$ cat src/rtl/mem_dbus_ctrl.sv
`default_nettype none
// ============================================================================
// Module   : mem_dbus_ctrl
// Purpose  : MEM-stage data-bus controller. It turns a load/store op into a
//            single SRAM-like bus transaction, holds the pipeline until the
//            data phase completes, and sign/zero-extends load data.
//            At most one transaction is outstanding. A flush during the data
//            phase makes the controller drain the orphaned response before
//            it accepts new work.
// Ports    : clk, rst                 - clock, synchronous active-high reset
//            mem_op_i, addr_i, wdata_i - access op, effective address, store data
//            stall_i, flush_i         - MEM stage hold / pipeline flush
//            data_req/wr/size/addr/wdata - request channel to the bus
//            data_addr_ok/data_ok/rdata  - bus handshakes and read data
//            rdata_o, stall_req_o     - extended load result, stall request
//            adel_o, ades_o, badvaddr_o - address-error outputs
// Config   : `define DBUS_ADDR_EXC_EN raises alignment exceptions; without it
//            misaligned accesses go out on the bus unchanged.
// Revision : 1.0 - initial release
// ============================================================================
module mem_dbus_ctrl (
    input  logic        clk,
    input  logic        rst,
    input  logic [3:0]  mem_op_i,
    input  logic [31:0] addr_i,
    input  logic [31:0] wdata_i,
    input  logic        stall_i,
    input  logic        flush_i,
    output logic        data_req,
    output logic        data_wr,
    output logic [1:0]  data_size,
    output logic [31:0] data_addr,
    output logic [31:0] data_wdata,
    input  logic        data_addr_ok,
    input  logic        data_data_ok,
    input  logic [31:0] data_rdata,
    output logic [31:0] rdata_o,
    output logic        stall_req_o,
    output logic        adel_o,
    output logic        ades_o,
    output logic [31:0] badvaddr_o
);

    typedef enum logic [1:0] {
        ST_IDLE      = 2'd0,
        ST_WAIT_DATA = 2'd1,
        ST_DONE      = 2'd2,
        ST_DRAIN     = 2'd3
    } state_t;

    state_t      state_q, state_d;
    logic [31:0] result_q, result_d;

    logic        w_valid, w_is_load, w_is_store, w_exc;
    logic [31:0] w_load_ext;
    logic [7:0]  w_byte;
    logic [15:0] w_half;

    assign w_valid    = (mem_op_i >= 4'd1) && (mem_op_i <= 4'd8);
    assign w_is_load  = (mem_op_i >= 4'd1) && (mem_op_i <= 4'd5);
    assign w_is_store = (mem_op_i >= 4'd6) && (mem_op_i <= 4'd8);

    // Request channel attributes are decoded straight from the op.
    always_comb begin
        data_size  = 2'd0;
        data_wdata = wdata_i;
        unique case (mem_op_i)
            4'd1, 4'd2: data_size = 2'd0;
            4'd3, 4'd4: data_size = 2'd1;
            4'd5:       data_size = 2'd2;
            4'd6: begin
                data_size  = 2'd0;
                data_wdata = {4{wdata_i[7:0]}};
            end
            4'd7: begin
                data_size  = 2'd1;
                data_wdata = {2{wdata_i[15:0]}};
            end
            4'd8:       data_size = 2'd2;
            default:    data_size = 2'd0;
        endcase
    end

    assign data_wr   = w_is_store;
    assign data_addr = addr_i;

`ifdef DBUS_ADDR_EXC_EN
    logic w_misalign;
    assign w_misalign = ((data_size == 2'd1) && addr_i[0]) ||
                        ((data_size == 2'd2) && (addr_i[1:0] != 2'b00));
    assign adel_o     = w_is_load  && w_misalign;
    assign ades_o     = w_is_store && w_misalign;
    assign badvaddr_o = (adel_o || ades_o) ? addr_i : 32'd0;
`else
    assign adel_o     = 1'b0;
    assign ades_o     = 1'b0;
    assign badvaddr_o = 32'd0;
`endif

    assign w_exc = adel_o || ades_o;

    // Little-endian lane select; addr_i is still valid here because the
    // stage is held until the data phase completes.
    always_comb begin
        unique case (addr_i[1:0])
            2'd0:    w_byte = data_rdata[7:0];
            2'd1:    w_byte = data_rdata[15:8];
            2'd2:    w_byte = data_rdata[23:16];
            default: w_byte = data_rdata[31:24];
        endcase
        w_half = addr_i[1] ? data_rdata[31:16] : data_rdata[15:0];
        unique case (mem_op_i)
            4'd1:    w_load_ext = {{24{w_byte[7]}}, w_byte};
            4'd2:    w_load_ext = {24'd0, w_byte};
            4'd3:    w_load_ext = {{16{w_half[15]}}, w_half};
            4'd4:    w_load_ext = {16'd0, w_half};
            default: w_load_ext = data_rdata;
        endcase
    end

    always_ff @(posedge clk) begin
        if (rst) begin
            state_q  <= ST_IDLE;
            result_q <= 32'd0;
        end else begin
            state_q  <= state_d;
            result_q <= result_d;
        end
    end

    always_comb begin
        state_d     = state_q;
        result_d    = result_q;
        data_req    = 1'b0;
        stall_req_o = 1'b0;
        unique case (state_q)
            ST_IDLE: begin
                if (w_valid && !w_exc && !flush_i) begin
                    data_req    = 1'b1;
                    stall_req_o = 1'b1;
                    if (data_addr_ok) begin
                        state_d = ST_WAIT_DATA;
                    end
                end
            end
            ST_WAIT_DATA: begin
                stall_req_o = 1'b1;
                if (data_data_ok) begin
                    // A flush arriving with the data just discards it.
                    if (flush_i) begin
                        state_d = ST_IDLE;
                    end else begin
                        if (w_is_load) begin
                            result_d = w_load_ext;
                        end
                        state_d = ST_DONE;
                    end
                end else if (flush_i) begin
                    state_d = ST_DRAIN;
                end
            end
            ST_DONE: begin
                // Result is held for the stage; no reissue while stalled.
                if (!stall_i || flush_i) begin
                    state_d = ST_IDLE;
                end
            end
            ST_DRAIN: begin
                stall_req_o = 1'b1;
                if (data_data_ok) begin
                    state_d = ST_IDLE;
                end
            end
            default: state_d = ST_IDLE;
        endcase
    end

    assign rdata_o = (state_q == ST_DONE) ? result_q : 32'd0;

endmodule
`default_nettype wire
$ cat config.mk
export PLATFORM = sky130hd
export DESIGN_NAME = mem_dbus_ctrl
export DESIGN_NICKNAME = d
export VERILOG_FILES = /design/src/rtl/mem_dbus_ctrl.sv
export SDC_FILE = /design/constraint.sdc
export NUM_CORES = 1
export LEC_CHECK = 0
export CAP_MARGIN = 20
export CORE_MARGIN = 5
export CORE_UTILIZATION = 30
export CTS_CLUSTER_DIAMETER = 150
export DETAILED_ROUTE_END_ITERATION = 7
export PLACE_DENSITY = 0.82
export SLEW_MARGIN = 20
export SYNTH_ARGS = -nofsm -noshare
export SYNTH_HDL_FRONTEND = slang
export SYNTH_SLANG_ARGS = --single-unit
$ cat constraint.sdc
create_clock -name clk -period 1.89 [get_ports clk]
set_input_delay 0.2835 -clock clk [delete_from_list [all_inputs] [get_ports clk]]
set_output_delay 0.2835 -clock clk [all_outputs]
set_load 0.02 [all_outputs]
### After elaboration in Yosys (flattened, before gate mapping)

Cells that the tools add are included.
Widths: inputs -> output; s select.

* bits in registers: 34
* input port bits: 106
* output and inout bits: 135
* logic and storage cells: 56

* order comparisons: 4
* eq/ne operators: 18
* muxes and demuxes: 17
* bitwise logic cells: 1
* reductions and logical operators: 14

Operators with widths (count)
* $pmux 32 s4: 1
* $pmux 32 s2: 1
* $mux 32: 1
* $pmux 8 s3: 1
* $eq 4x3->1 const B: 4
* $mux 16: 1
* $mux 2: 7
* $eq 4x2->1 const B: 2
* $ne 2x2->1 const B: 4
* $pmux 2 s4: 1
* $eq 2x2->1 const B: 3
* $reduce_and 5->1: 1
* $eq 2x1->1 const B: 2
* $eq 4x1->1 const B: 1
* $eq 4x4->1 const B: 1
* $ge 4x1->1 const B: 1
* $ge 4x3->1 const B: 1
* $le 4x3->1 const B: 1
* $le 4x4->1 const B: 1
* $logic_and 1x1->1: 4
* $logic_not 2->1: 2
* $pmux 2 s2: 1
* $reduce_and 4->1: 1
* $reduce_or 2->1: 2
* 7 further kinds: 9

### Longest topological paths before layout

* depth in word-level cells: 5
* depth in mapped cells: 7
* depth with buffers taken out: 4

### Least setup slack after synthesis

OpenSTA, ideal clock, no wires.

* kind: input port to output port
* start point: in mem_op_i[1]
* end point: out data_wdata[30]
* arrival time: 1.549 ns
* data required time: 1.607 ns
* slack: 0.057 ns
* cell stages on the path: 6
* path buffers: 3
* cell sequence: buf_4 > nand2_1 > or2_1 > buf_2 > clkbuf_1 > o21ai_0

* cells in the longest elaborated chain, start to end: 2
* elaborated cells between the ends (all ways): 3
* classes of those cells: eq/ne (2); mux (1)

Ends and longest elaborated chain
* start: declaration: RTL line 24 `input logic [3:0] mem_op_i,`
* $eq 4x3->1: RTL line 67 `unique case (mem_op_i)`
* $pmux 32 s2 (*): RTL line 67
* end: declaration: RTL line 33 `output logic [31:0] data_wdata,`

Mark *: on every way between the ends. The rest lies on a longest branch, timed or not.

### Worst setup path after layout

* start point: in wdata_i[6]
* end point: out data_wdata[6]

* cells in the longest elaborated chain, start to end: 1

Ends and longest elaborated chain
* start: declaration: RTL line 26 `input logic [31:0] wdata_i,`
* $pmux 32 s2: RTL line 67

Every way passes these cells.

==> impl_metrics.toml <==
[outcome]
status = "finished clean"

[cts]
root_buffer = "clkbuf_8"
clockBufferDepth = 2
tritoncts = "done"
clkLatencyLatePin_ns = 0.28
cts_buffers = 5
htreeDepth = 2
clock_sinks = 34
cts_hold_buf = 0
clkTransAtPathRegs_ns = 0.07

[worst_setup_path]
r2r_start = "state_q[1]"
end_kind = "primary output"
cp-endpoint = "data_wdata[6]"
r2r_cells = 7
critPathArrivalTime_ns = 1.57
cp_common_cell = "clkdlybuf4s50_1"
path_class = "in2out"
startpoint_type = "primary input"
critPathMaxStageDelay_ns = 0.60
r2r-end = "result_q[3]"
required_ns = 1.61
crit_start = "wdata_i[6]"
reg2reg_slack_ns = 0.31
path_cells = "clkdlybuf4s50_1, buf_4, clkdlybuf4s50_1"
slowest_stage = "clkdlybuf4s50_1"
crit_fanout = 4

[placed_design]
port_buffers = 146
dp_hpwl_mm = 9.42
gp_congestion = 0.879
dp_cells = 654

[cells_and_area]
fin_nets = 637
multiInputGateArea_um2 = 2020
final_cell_mix = "80 x clkdlybuf4s50_1, 53 x buf_4, 43 x dlygate4sd2_1"
area_growth_pct = 54.4
antenna-diode-count = 0
final_cells = 672
nFillCells = 1024
seqCellArea_um2 = 681
mostFrequentLayoutCell = "clkdlybuf4s50_1"
drive_gt1_share_pct = 25.2

[pwr]
p_leak_nw = 2.16
powerDensity_nw_per_um2 = 426
peakVddDrop_mv = 0.255
finalPower_mw = 2.13

[min_path]
hp-class = "reg2reg"

[sta]
hold_viol = 0
rsz0062_at_grt = "no"
final_min_period_over_clock_period_pct = 98.0
fmax_mhz = 540
finalSetupViolCount = 0
finClkSkew_ns = 0.00221
timing.final.crit_period_ns = 1.85
drv_slew = 0

[grt]
track_usage_pct = 16.9
grt_remaining_overflow = 0
grt_start_max_net_pins = 49
antenna_found_initial = 0
grt_pass1_wl_mm = 17.5
first_global_vias = 3397

[logic_synthesis]
syn-cell-area_um2 = 3240
ys.warnings.count = 0
async_reset_ff_share_pct = 0
synth_mux_area_share_pct = 14.3
yosysSeqAreaShare_pct = 21.0
synthCells = 382
syn_area_per_cell_um2 = 8.47
synthFlopType = "dfxtp_1"
synth-xor-area-share_pct = 0.271
ys_seq_elements = 34
synth-simple-area-share_pct = 20.8
synth_compound_area_share_pct = 21.2
synthAdderAreaFrac_pct = 0
synth_cell_types = 51
synth-edff-count = 0
synth_top_family_by_area = "buffers and inverters"

[route]
detail_route.iter0.violations = 124
ant_nets = 0
vias_per_cell = 4.97
dr_total_vias = 3337
wl_mm = 12.2
routedWlPerCell_um = 18.1
drc = 0
drt-pass1-iter-count = 4

[floorplan]
fp.dieH_um = 114
initial_utilization_pct = 30.2
die_area_um2 = 13000
ioPinCount = 241
die_w_um = 114
core_um2 = 10700
num_rows = 38

[flow_run]
max_cap_violations = 0
what timing repair did:
item,in CTS,in global routing
cloned,0,1
pin swaps,3,3
resized for setup,137,15
setup buffers,9,1
setup endpoints to repair,86,44
synthesized netlist by cell type, drive strengths merged, types with 3 or more instances:
cell / count / share of area (%)
a21oi: 5 / 1.1
a22oi: 8 / 1.9
a311oi: 25 / 8.7
a31oi: 3 / 0.77
and2: 32 / 6.2
buf: 96 / 21
clkbuf: 8 / 0.93
dfxtp: 34 / 21
inv: 3 / 0.35
mux2: 16 / 5.6
mux2i: 12 / 3.7
mux4: 7 / 5.0
nand2: 31 / 3.6
nand2b: 3 / 0.58
nand3b: 5 / 1.2
nor2: 32 / 3.9
nor2b: 3 / 0.58
o21ai: 19 / 2.9
o22ai: 8 / 1.5
o2bb2ai: 6 / 1.6
or3b: 4 / 1.2
worst min-delay path by stage:
stage,slack (ns),end,cells after the start,startpoint
final,0.46,result_q[8],1,result_q[8]
after CTS,0.46,result_q[8],1,result_q[8]
after global placement,0.45,result_q[9],1,result_q[9]
after floorplan,0.42,result_q[10],1,result_q[10]
after detailed placement,0.44,result_q[8],1,result_q[8]
after global routing,0.50,result_q[11],1,result_q[11]
sequential cells by signal (all words and copies together) (netlist names):
signal and flops:
result_q 32, state_q 2
critical path, delay by kind of cell:
kind	cells	cell delay, ns
buf+inv	3	1.28
cells by family after synthesis:
kind of cell | count (synthesis)
AOI/OAI and AO/OA | 82
muxes | 35
xor gates and xnor gates | 1
DFF | 34
other | 1
and+or+nand+nor | 122
buffers and inverters | 107
routing by layer:
metal / wire length, um / global-route usage (%)
met4: 301 / 4.04
met1: 4350 / 18.5
met5: 0 / 0
met2: 6270 / 32.0
met3: 1230 / 4.99
where the power goes:
part           leakage (nW)  switching, mW  total, mW  internal, mW
Combinational          1.84          0.426      0.846         0.420
Sequential            0.274        0.00295      0.725         0.722
Clock                0.0482          0.261      0.555         0.294
Total                  2.16          0.690       2.13          1.44
layout make-up:
| type | instances | share of cell area (%) |
|---|---|---|
| timing repair buffer | 213 | 40.5 |
| multi-input combinational | 274 | 40.3 |
| sequential | 34 | 13.6 |
| tap | 140 | 3.51 |
| clock buffer | 7 | 1.73 |
| inverter | 3 | 0.225 |
| clock inverter | 1 | 0.100 |
stage by stage:
step	util, %	hold slack (ns)	cell area, um^2	TNS (ns)	worst slack (ns)
floorplan	-	0.424	3360	0	0.0573
global placement	44.9	0.447	4800	-25.24	-0.611
detailed placement	44.9	0.444	4800	-26.76	-0.658
CTS	46.5	0.463	4970	0	0.0000981
global route	46.7	0.496	5000	0	0.0000133
finish	46.7	0.459	5000	0	0.0384
No activity file was read; power rests on OpenSTA's default activity.
